File: src/rtl/sevenseg_scan_ctrl.sv
// Multiplexed seven-segment scanner with double-buffered, frame-synchronous display updates.
// Define SEVENSEG_LZB_EN to blank leading zero digits (digit 0 is always shown).
module sevenseg_scan_ctrl #(
  parameter int NUM_DIGITS   = 4,
  parameter int CLK_DIV      = 100000,
  parameter int BLANK_CYCLES = 2
) (
  input  logic                    clk,
  input  logic                    rst,
  input  logic [4*NUM_DIGITS-1:0] data_in,
  input  logic [NUM_DIGITS-1:0]   dots_in,
  input  logic                    load,
  output logic [6:0]              segment,
  output logic [NUM_DIGITS-1:0]   seg_enable_num,
  output logic                    dot,
  output logic                    frame_start,
  output logic                    pending
);

  localparam int CNT_W = (CLK_DIV > 1) ? $clog2(CLK_DIV) : 1;
  localparam int IDX_W = (NUM_DIGITS > 1) ? $clog2(NUM_DIGITS) : 1;
  localparam logic [CNT_W-1:0] CNT_LAST  = CNT_W'(CLK_DIV - 1);
  localparam logic [CNT_W-1:0] CNT_BLANK = CNT_W'(BLANK_CYCLES);
  localparam logic [IDX_W-1:0] IDX_LAST  = IDX_W'(NUM_DIGITS - 1);

  logic [CNT_W-1:0]        r_prescale;
  logic [IDX_W-1:0]        r_digitIdx;
  logic [4*NUM_DIGITS-1:0] r_pendData;
  logic [NUM_DIGITS-1:0]   r_pendDots;
  logic                    r_pending;
  logic [4*NUM_DIGITS-1:0] r_dispData;
  logic [NUM_DIGITS-1:0]   r_dispDots;
  logic                    r_frameStart;

  logic                    w_tick;
  logic                    w_frameBoundary;
  logic                    w_inBlank;
  logic [3:0]              w_selNibble;
  logic [6:0]              w_segNext;
  logic [NUM_DIGITS-1:0]   w_enableSel;

  function automatic logic [6:0] decodeHex(input logic [3:0] nibble);
    case (nibble)
      4'h0:    return 7'h01;
      4'h1:    return 7'h4F;
      4'h2:    return 7'h12;
      4'h3:    return 7'h06;
      4'h4:    return 7'h4C;
      4'h5:    return 7'h24;
      4'h6:    return 7'h20;
      4'h7:    return 7'h0F;
      4'h8:    return 7'h00;
      4'h9:    return 7'h04;
      4'hA:    return 7'h08;
      4'hB:    return 7'h60;
      4'hC:    return 7'h31;
      4'hD:    return 7'h42;
      4'hE:    return 7'h30;
      default: return 7'h38;
    endcase
  endfunction

  assign w_tick          = (r_prescale == CNT_LAST);
  assign w_frameBoundary = w_tick && (r_digitIdx == IDX_LAST);
  assign w_inBlank       = (r_prescale < CNT_BLANK);
  assign w_selNibble     = r_dispData[4*int'(r_digitIdx) +: 4];

  always_comb begin
    w_enableSel             = '1;
    w_enableSel[r_digitIdx] = 1'b0;
  end

`ifdef SEVENSEG_LZB_EN
  logic [NUM_DIGITS-1:0] w_upperZero;

  // w_upperZero[k] is set when nibble k and every nibble above it are zero.
  always_comb begin
    logic w_allZeroAbove;
    w_allZeroAbove = 1'b1;
    w_upperZero    = '0;
    for (int k = NUM_DIGITS - 1; k >= 0; k--) begin
      w_allZeroAbove = w_allZeroAbove & (r_dispData[4*k +: 4] == 4'h0);
      w_upperZero[k] = w_allZeroAbove;
    end
  end

  assign w_segNext = ((r_digitIdx != '0) && w_upperZero[r_digitIdx]) ? 7'h7F
                                                                      : decodeHex(w_selNibble);
`else
  assign w_segNext = decodeHex(w_selNibble);
`endif

  always_ff @(posedge clk) begin
    if (rst) begin
      r_prescale <= '0;
      r_digitIdx <= '0;
    end else begin
      r_prescale <= w_tick ? '0 : r_prescale + CNT_W'(1);
      if (w_tick) begin
        r_digitIdx <= (r_digitIdx == IDX_LAST) ? '0 : r_digitIdx + IDX_W'(1);
      end
    end
  end

  // The display copy only moves at a frame boundary, so a frame never mixes old and new values.
  always_ff @(posedge clk) begin
    if (rst) begin
      r_pendData   <= '0;
      r_pendDots   <= '0;
      r_pending    <= 1'b0;
      r_dispData   <= '0;
      r_dispDots   <= '0;
      r_frameStart <= 1'b0;
    end else begin
      r_frameStart <= w_frameBoundary;
      if (w_frameBoundary && r_pending) begin
        r_dispData <= r_pendData;
        r_dispDots <= r_pendDots;
      end
      if (load) begin
        r_pendData <= data_in;
        r_pendDots <= dots_in;
        r_pending  <= 1'b1;
      end else if (w_frameBoundary) begin
        r_pending  <= 1'b0;
      end
    end
  end

  always_ff @(posedge clk) begin
    if (rst) begin
      segment        <= 7'h7F;
      seg_enable_num <= '1;
      dot            <= 1'b1;
    end else begin
      segment        <= w_segNext;
      seg_enable_num <= w_inBlank ? '1 : w_enableSel;
      dot            <= ~r_dispDots[r_digitIdx];
    end
  end

  assign frame_start = r_frameStart;
  assign pending     = r_pending;

endmodule

File: config.mk
export PLATFORM = sky130hd
export DESIGN_NAME = sevenseg_scan_ctrl
export DESIGN_NICKNAME = d
export VERILOG_FILES = /design/src/rtl/sevenseg_scan_ctrl.sv
export SDC_FILE = /design/constraint.sdc
export NUM_CORES = 1
export LEC_CHECK = 0
export ABC_AREA = 1
export BUFFER_PORTS_ARGS = -buffer_cell sky130_fd_sc_hd__buf_2
export CORE_ASPECT_RATIO = 1.75
export CORE_MARGIN = 10
export CORE_UTILIZATION = 62
export DETAILED_ROUTE_END_ITERATION = 7
export GPL_TIMING_DRIVEN = 0
export PLACE_DENSITY = 0.84
export SETUP_SLACK_MARGIN = 0.3
export SYNTH_ARGS = -nofsm -noshare
export SYNTH_HDL_FRONTEND = slang
export SYNTH_SLANG_ARGS = --single-unit
File: constraint.sdc
create_clock -name clk -period 4.1 [get_ports clk]
set_input_delay 0.41 -clock clk [delete_from_list [all_inputs] [get_ports clk]]
set_output_delay 0.41 -clock clk [all_outputs]
set_load 0.005 [all_outputs]
==> results.toml <==
[cts]
clk_pin_slew_worst_paths_ns = 0.07
numCtsBuffers = 9
root_buffer = "clkbuf_8"
cts_tree = "done"
htree_levels = 3
post-cts-setup-buffer-count = 0
clock_latency_ns = 0.35
hold_buffers = 0
clock_sinks = 73
cts_buffer_depth = 2
cts-resized-gates = 0

[synthesis]
synth_ff_type = "dfxtp_1"
ys_seq_elements = 73
synth.area.top_cells = "dfxtp_1 45%, nor2_1 12%, nand2_1 11%"
yosysUniqueCellTypes = 29
yosys_warnings = 0
netlist_instances = 455
syn-num-nets = 489
yosys-top-cells-count = "100 x nor2_1, 95 x nand2_1, 73 x dfxtp_1, 45 x inv_1, 36 x o21ai_0"
seq_area_frac_synth_pct = 45.10
synth_top_area_cell = "dfxtp_1"
synth_top_area_share_pct = 45.10
synthMostInstantiatedCell = "nor2_1"
syn_avg_cell_area_um2 = 7.122
synthArstFlopShare_pct = 0
netlist_area_mm2 = 0.003241
synth_edf_count = 0

[status]
status = "complete, no violations"

[route]
route.met3.wl_um = 196
drt_iter0_drc = 165
detail_route.drc_violations = 0
drtAntennaViolNets = 0
dr_wl_met2_um = 3782
wl_per_cell_um = 12.85
top_layer_used = "met4"
via_per_inst = 5.159
totalWireLength_um = 7195
vias = 2889
dr.pass1.iters = 5
wl_met1_um = 2899

[sta]
fin_ws_ns = 2.094
setup_tns_ns = 0
clock_skew_ns = 0.005442
tightest_slew_ns = 0.4474
min_period_over_period_pct = 48.94
rsz0062_at_grt = "false"
slew-limit-headroom_pct = 70.18
slew_viol_final = 0
hold-worst-slack_ns = 0.2759
hold_viol = 0
period_needed_ns = 2.006
fmax_mhz = 498.4
finalSetupViolations = 0

[global_route]
grt_usage_pct = 18.85
grt-ovfl-total = 0
grt_max_degree = 12
grt_first_pass_wirelength_um = 12780
first_global_vias = 2979
antenna_found_initial = 0

[placed_design]
hpwl_um = 5319
pre_cts_ws_ns = 2.162
io_buffer_count = 36
gp_congestion = 0.9498

[flow_run]
drv_cap = 0

[layout]
fin_nets = 536
syn_to_final_growth_pct = 14.25
final.fill_count = 411
diodes = 0
final_core_utilization_pct = 73.75
drive_gt1_share_pct = 14.23

[critical_path]
critPathLaunchType = "flip-flop"
cp-end-kind = "flip-flop"
critPathKind = "flip-flop to flip-flop"
worst-path-max-fanout = 9
critPathArrivalTime_ns = 2.24
required_ns = 4.33

[floorplan]
initial_utilization_pct = 64.56
ios = 37
die-area_mm2 = 0.008633
die_w_um = 74.65
num_rows = 34
coreArea_mm2 = 0.005020
die_h_um = 115.6

[power]
vdd_drop_max_mv = 0.3029
powerDensity_mw_per_mm2 = 378.2
fin_total_pwr_w = 0.001400
p_leak_nw = 1.747

[min_path]
hold_path_class = "input port to flip-flop"
## metal layers
layer	global-route usage, %	vias to the layer above
met2	33.10	69
met3	4.880	23
li1	-	1517
met1	18.45	1280
met4	13.20	0
met5	0	-
## registers in the layout (all words and copies together) (netlist names)
register        count
dot                 1
frame_start         1
pending             1
r_digitIdx          2
r_dispData         16
r_dispDots          4
r_pendData         16
r_pendDots          4
r_prescale         17
seg_enable_num      4
segment             7
## stage by stage
stage / instance area [µm²] / std cells
finish: 3702 / 560
global route: 3702 / 560
CTS: 3702 / 560
detailed placement: 3488 / 545
global placement: 3488 / 545
floorplan: 3241 / 455
## cells by family after synthesis
| family | after synthesis | share of synthesized area, % |
|---|---|---|
| AO/OA/AOI/OAI | 55 | 8.649 |
| AND/OR/NAND/NOR | 247 | 32.32 |
| flip-flops | 73 | 45.10 |
| adder cells (fa/ha/maj) | 11 | 4.247 |
| buffers and inverters | 64 | 8.339 |
| XOR/XNOR | 5 | 1.351 |
## placed cells by master, fill, tap and decap left out
master	instances
nand3_1	29
inv_2	2
o211ai_1	1
nand3b_1	1
o21ai_0	36
nor2_4	2
nor3_1	5
inv_1	45
clkbuf_8	13
xor2_1	4
a21oi_1	16
clkbuf_1	8
nor2_2	3
xnor2_1	1
clkinv_2	1
buf_2	39
nor2_1	100
nand4_4	1
or2_2	1
nand4_1	4
buf_6	3
a31oi_1	2
dfxtp_1	73
buf_4	1
ha_1	11
buf_1	1
nor4_2	1
bufinv_16	1
clkinv_1	1
nor4_1	1
nand2_2	4
nand2_1	95
## power breakdown
| part | switching, W | total, W | leakage (nW) | internal (W) |
|---|---|---|---|---|
| clock | 0.000253 | 0.000596 | 0.112 | 0.000343 |
| combinational | 0.0000383 | 0.0000639 | 1.04 | 0.0000256 |
| sequential | 0.0000108 | 0.000740 | 0.597 | 0.000730 |
## worst paths after layout
path / endpoint / slack [ns] / start / depth (start not counted)
hold reg to reg: r_prescale[0]$_SDFF_PP0_ / 0.46 / r_prescale[0]$_SDFF_PP0_ / 1
hold / removal: r_pendData[15]$_SDFFE_PP0P_ / 0.28 / data_in[15] / 3
setup reg to reg: segment[3]$_SDFF_PP1_ / 2.09 / r_digitIdx[1]$_SDFFE_PP0N_ / 10
setup / recovery: segment[3]$_SDFF_PP1_ / 2.09 / r_digitIdx[1]$_SDFFE_PP0N_ / 10
## final cells by class
cell class	instances	area (µm²)	share of cell area (%)
plain buffers	16	90.09	2.433
clock buffers	13	178.9	4.833
clock inverters	2	35.03	0.9463
inverters	48	180.2	4.867
multi-input cells	318	1509	40.76
flip-flops and latches	73	1461	39.47
well taps	54	67.56	1.825
repair buffers	36	180.2	4.867
## critical path, cell delays in order, from the launching register on
cell     delay [ns]
dfxtp_1        0.49
inv_1          0.20
a21oi_1        0.15
o21ai_0        0.12
nand2_1        0.22
inv_1          0.10
ha_1           0.24
nand2_1        0.11
o21ai_0        0.09
nand2_1        0.08
nand3_1        0.07
No activity file was read; power rests on OpenSTA's default activity.
